<file path="src/rtl/cpu_controller.sv">
// cpu_controller: 8-phase instruction sequencer for the 8-bit RISC CPU.
// A phase counter plus a halted flag are the only state. The strobes are decoded
// combinationally from phase, halted, opcode and zero.
module cpu_controller #(
   parameter int unsigned OPC_W   = 3,
   parameter int unsigned PHASE_W = 3
) (
   input  logic               clock,
   input  logic               reset,
   input  logic               enable,
   input  logic [OPC_W-1:0]   opcode,
   input  logic               zero,
   output logic               sel,
   output logic               rd,
   output logic               ld_ir,
   output logic               inc_pc,
   output logic               ld_pc,
   output logic               ld_ac,
   output logic               wr,
   output logic               data_e,
   output logic               halt,
   output logic               instr_done,
   output logic [PHASE_W-1:0] phase
);

   localparam logic [OPC_W-1:0] OP_HLT = OPC_W'(0);
   localparam logic [OPC_W-1:0] OP_SKZ = OPC_W'(1);
   localparam logic [OPC_W-1:0] OP_ADD = OPC_W'(2);
   localparam logic [OPC_W-1:0] OP_AND = OPC_W'(3);
   localparam logic [OPC_W-1:0] OP_XOR = OPC_W'(4);
   localparam logic [OPC_W-1:0] OP_LDA = OPC_W'(5);
   localparam logic [OPC_W-1:0] OP_STO = OPC_W'(6);
   localparam logic [OPC_W-1:0] OP_JMP = OPC_W'(7);

   typedef enum logic [PHASE_W-1:0] {
      INST_ADDR  = PHASE_W'(0),
      INST_FETCH = PHASE_W'(1),
      INST_LOAD  = PHASE_W'(2),
      IDLE       = PHASE_W'(3),
      OP_ADDR    = PHASE_W'(4),
      OP_FETCH   = PHASE_W'(5),
      ALU_OP     = PHASE_W'(6),
      STORE      = PHASE_W'(7)
   } phase_t;

   phase_t phase_q;
   logic   halted_q;
   logic   is_alu;
   logic   is_skz;
   logic   is_sto;
   logic   is_jmp;
   logic   is_hlt;

   assign is_alu = (opcode == OP_ADD) || (opcode == OP_AND) ||
                   (opcode == OP_XOR) || (opcode == OP_LDA);
   assign is_skz = (opcode == OP_SKZ);
   assign is_sto = (opcode == OP_STO);
   assign is_jmp = (opcode == OP_JMP);
   assign is_hlt = (opcode == OP_HLT);

   assign phase  = phase_q;

   // Phase sequencer: advance on enable, freeze in OP_ADDR once HLT is seen.
   always_ff @(posedge clock) begin
      if (reset) begin
         phase_q  <= INST_ADDR;
         halted_q <= 1'b0;
      end else if (enable && !halted_q) begin
         if (phase_q == OP_ADDR && is_hlt) begin
            halted_q <= 1'b1;
         end else if (phase_q == STORE) begin
            phase_q <= INST_ADDR;
         end else begin
            phase_q <= phase_t'(phase_q + PHASE_W'(1));
         end
      end
   end

   // Strobe decode from phase and opcode, then halt and stall gating.
   always_comb begin
      sel        = 1'b0;
      rd         = 1'b0;
      ld_ir      = 1'b0;
      inc_pc     = 1'b0;
      ld_pc      = 1'b0;
      ld_ac      = 1'b0;
      wr         = 1'b0;
      data_e     = 1'b0;
      halt       = 1'b0;
      instr_done = 1'b0;

      case (phase_q)
         INST_ADDR: begin
            sel = 1'b1;
         end
         INST_FETCH: begin
            sel = 1'b1;
            rd  = 1'b1;
         end
         INST_LOAD, IDLE: begin
            sel   = 1'b1;
            rd    = 1'b1;
            ld_ir = 1'b1;
         end
         OP_ADDR: begin
            inc_pc = 1'b1;
            halt   = is_hlt;
         end
         OP_FETCH: begin
            rd = is_alu;
         end
         ALU_OP: begin
            rd     = is_alu;
            inc_pc = is_skz && zero;
            ld_pc  = is_jmp;
            data_e = is_sto;
         end
         STORE: begin
            rd     = is_alu;
            ld_ac  = is_alu;
            ld_pc  = is_jmp;
            inc_pc = is_jmp;
            wr     = is_sto;
            data_e = is_sto;
         end
         default: begin
            sel = 1'b0;
         end
      endcase

      if (halted_q) begin
         // Halted: nothing but the halt indication, address mux parked on IR.
         sel    = 1'b0;
         rd     = 1'b0;
         ld_ir  = 1'b0;
         inc_pc = 1'b0;
         ld_pc  = 1'b0;
         ld_ac  = 1'b0;
         wr     = 1'b0;
         data_e = 1'b0;
         halt   = 1'b1;
      end else if (!enable) begin
         // Stalled: suppress every side effect but keep sel and halt visible.
         rd     = 1'b0;
         ld_ir  = 1'b0;
         inc_pc = 1'b0;
         ld_pc  = 1'b0;
         ld_ac  = 1'b0;
         wr     = 1'b0;
         data_e = 1'b0;
      end

      instr_done = (phase_q == STORE) && enable && !halted_q;
   end

endmodule

</file>
<file path="config.mk">
export PLATFORM = sky130hd
export DESIGN_NAME = cpu_controller
export DESIGN_NICKNAME = d
export VERILOG_FILES = /design/src/rtl/cpu_controller.sv
export SDC_FILE = /design/constraint.sdc
export NUM_CORES = 1
export LEC_CHECK = 0
export BUFFER_PORTS_ARGS = -buffer_cell sky130_fd_sc_hd__buf_2
export CAP_MARGIN = 20
export CORE_AREA = 2 2 39 41
export DETAILED_ROUTE_END_ITERATION = 8
export DIE_AREA = 0 0 41 43
export PLACE_DENSITY = 0.63
export SLEW_MARGIN = 0
export SYNTH_ARGS = -nofsm -noshare
export SYNTH_HDL_FRONTEND = slang
export SYNTH_SLANG_ARGS = --single-unit
</file>
<file path="constraint.sdc">
create_clock -name clock -period 1.5 [get_ports clock]
set_clock_uncertainty 0.05 [all_clocks]
set_input_delay 0.15 -clock clock [delete_from_list [all_inputs] [get_ports clock]]
set_output_delay 0.15 -clock clock [all_outputs]
set_load 0.01 [all_outputs]
</file>
==> results.txt <==
The signal arrival time at the worst endpoint is 1.52 ns. The fraction of layout cells with a size suffix above 1 came out at a little under 60%. The total of hold buffers inserted after clock tree synthesis came out at 0. sky130_fd_sc_hd__dfxtp_1 takes more of the synthesized area than any other cell. The final instance area came out at 734 µm².

Summing the areas of all fa, ha and maj instances in the mapped netlist gives between 10% and 20% of the synthesized area. After synthesis, the most frequently instantiated cells are sky130_fd_sc_hd__nor2_1, sky130_fd_sc_hd__ha_1, sky130_fd_sc_hd__dfxtp_1, sky130_fd_sc_hd__inv_1, sky130_fd_sc_hd__nand2_1. By area the synthesized netlist is led by sky130_fd_sc_hd__dfxtp_1, sky130_fd_sc_hd__ha_1, sky130_fd_sc_hd__nor2_1. Dividing the synthesized area by the synthesized cell count gives between 7 and 8 µm². The chip height is 43 µm. During I/O placement, the number of pins put on the boundary was 20. The sequential fraction of the synthesis area is 18.7%. The total detailed-routing wirelength is 1250 µm. By startpoint and endpoint, the worst setup path is classified as reg -> out.

The number of nets handed over by synthesis was about 70. The fmax is slightly below 600 MHz. The net total in the final layout is 103. The number of cells on the worst hold path is 2. At the pin with the least slew margin, the transition time is 0.372 ns. After clock tree synthesis, the clock-pin slew on the worst setup and hold paths is 0.03 ns. The fill cell instance count of the final layout came out at 132. The initial utilization of the core area, before any placement, comes to 31.0%. The first-pass GRT wire length came out at 1850 µm. The count of final setup violators came out at 11.

The sum of negative setup slack came out at -1.12 ns. The row count came out at 14. The fraction of the mapped netlist area in compound gates is 14.6%. The total of flip-flops plus latches after synthesis came out at 4. For this run, the number of Yosys warnings is 0. The share of Yosys cell area claimed by the top area cell type is 18.7%. After synthesis, the largest family of logic cells by area is simple AND/OR/NAND/NOR gates.

Detailed placement ended at an HPWL of 844 µm. The timing endpoint of the critical path is sel. The peak per-stage delay on the critical path is 0.37 ns. The data required time of the worst path came out at 1.30 ns. The number of unique standard cell types used by synthesis is 25. The area growth from synthesis to layout came out at 71.1%. The total via count in the routed design is around 510. The critical path crosses 6 cells after its start point. The run finished, with violations left.

The mean number of vias per cell is 4.91. The initial antenna violation count came to 0. For this design the ratio of total power to cell area is 621 nW/µm².

The total die area came out at 1760 µm². The cell area after technology mapping came out at 429 µm². The top fanout value on the critical path is 4. STA classifies the critical path startpoint as a flop. The worst-case register-to-register setup slack came out at -0.04 ns. The region available for standard cell placement spans 1380 µm². The later-pin clock latency in the skew report came out at ~0.23 ns. In this run the worst setup path begins at phase[0].

The clock tree from TritonCTS is built. Setup repair after global routing could not meet its margin everywhere. Counting flops with a built-in enable in the synthesized netlist gives 0. The final-report max-slew violation count came out at 0. The final-report hold violation count is 0. In the synthesized netlist the dominant register cell turns out to be sky130_fd_sc_hd__dfxtp_1.

The total congestion overflow after global routing came out at 0. CTS built an H-tree with a depth of 1. The path class of the lowest-slack min-delay path is in -> reg. The static leakage is 0.352 nW. The endpoint identified for the worst register-to-register timing path is phase[0]. The aggregate global-route resource usage is 15.6%. The count of routing violations after the opening detailed-route iteration is 3. In the post-route analysis, the smallest setup slack over all paths is -0.217 ns. Across the run, the number of max-cap violations was 0. The startpoint of the lowest-slack register-to-register path is phase[0]. The worst setup timing slack at the placement stage is -0.0799 ns.

The fraction of the core area covered by cells at the end of the flow came out at a little over half. Measured along the x axis, the die boundary spans 41 µm. In the synthesized netlist the async set-or-reset flop fraction comes to 0%. The parity-gate share of the synthesized area counting xor and xnor cells came out at 2.04%. The number of cells on the worst reg-to-reg path is 6. The part of the cycle the worst path needs came out at 114%. The via count of the first global-routing pass is about 440. On the critical path the largest part of the delay comes from simple AND/OR/NAND/NOR gates. The clock root buffer is sky130_fd_sc_hd__clkbuf_4. The post-place instance area is roughly 600 µm². Synthesis handed over a netlist of 56 instances. On the critical path, the stage with the largest delay is an instance of sky130_fd_sc_hd__or3_1. Input and output buffers added on the ports amount to 19. The power consumption came out at 0.456 mW. The residual antenna-violating net count after detailed routing is 0. The simple-gate area share of the yosys netlist came out at 37.9%. The remaining routing DRC violations came out at 0. The shortest clock period the worst path allows after layout came out at 1.72 ns. The most repeated cell in the gate-level netlist after synthesis is sky130_fd_sc_hd__nor2_1. The clock buffer count from CTS is 3. The final reports fail on setup timing. Measured against its own limit, the worst slew margin works out to 75.2%. Routability-driven placement finished with a final weighted congestion of 0.737. The share of cell area taken by muxes after synthesis came out at 5.83%.

STA classifies the critical path endpoint as a primary output. The buffer depth of the longest clock path is 2. The routed length per instance came out at 12.0 µm. The largest net degree at the start of global routing came out at 7. Counting every sink on the clock net gives 4. For this run, the detailed router's first-pass iteration total came to 2. The worst supply voltage drop on vdd is around 430 µV. Counting both buffers and inverters, the worst setup path holds a total of 2. The signal on the critical path passes through buf_6 -> ha_4 -> or3_1 -> a21oi_2 -> nor2_1 -> buf_2. The number of antenna diodes came out at 0.
==> repair_timing <==
item / CTS / global route
setup buffers: 3 / 1
gates resized for setup: 20 / 4
endpoints found under the setup margin: 12 / 12
endpoints found under the hold margin: 0 / 0
pin swaps: 2 / 0
==> cells in the final DEF (no fill, tap or decap), drive strengths merged <==
master   n
a21oi    4
a31oi    2
and2     2
buf     29
clkbuf   3
dfxtp    4
ha       6
inv      4
mux2     1
mux2i    1
nand2    4
nand2b   2
nand3    1
nand4    2
nor2    10
nor2b    1
nor3     3
nor4b    1
o21a     1
o21ai    2
o31a     1
or2      1
or3      1
or3b     1
xnor2    1
==> power by group <==
part           leakage, nW  internal, mW  switching (mW)
Combinational        0.304         0.104          0.0965
Sequential          0.0342         0.116          0.0126
Clock               0.0138        0.0891          0.0380
Total                0.352         0.309           0.147
==> final cells by class <==
cell class | instances | area (µm²) | area share, %
Timing Repair Buffer | 29 | 180 | 24.5
Sequential cell | 4 | 86.3 | 11.8
Tap cell | 16 | 20.0 | 2.73
Inverter | 4 | 15.0 | 2.04
Multi-Input combinational cell | 48 | 410 | 55.9
Clock buffer | 3 | 22.5 | 3.07
==> metrics by stage <==
step                cells  hold slack, ns
CTS                   103           0.107
global route          104           0.120
detailed placement     97           0.356
finish                104           0.120
floorplan              56           0.172
global placement       97           0.344
==> sequential cells by signal, indices dropped and copies added, names as in the netlist <==
signal / count
halted_q: 1
phase: 3
==> how the worst min path moves through the flow <==
stage | startpoint | endpoint
after global routing | reset | halted_q
after global placement | reset | halted_q
after CTS | reset | halted_q
after floorplan | reset | halted_q
final | reset | halted_q
after detailed placement | reset | halted_q
==> logic make-up (layout without fill, tap and decap cells) <==
group / after synthesis / after routing
compound gates: 10 / 10
simple gates: 29 / 29
mux: 2 / 2
buf+inv: 4 / 36
flops: 4 / 4
fa+ha+maj: 6 / 6
xor+xnor: 1 / 1
==> layer usage <==
layer / up-vias / track usage, % / wire [µm]
li1: 263 / - / -
met1: 229 / 17.7 / 534
met2: 17 / 25.9 / 614
met3: 2 / 2.09 / 77
met4: 0 / 8.67 / 23
met5: - / 0 / 0
(Power assumes the default switching activity.)
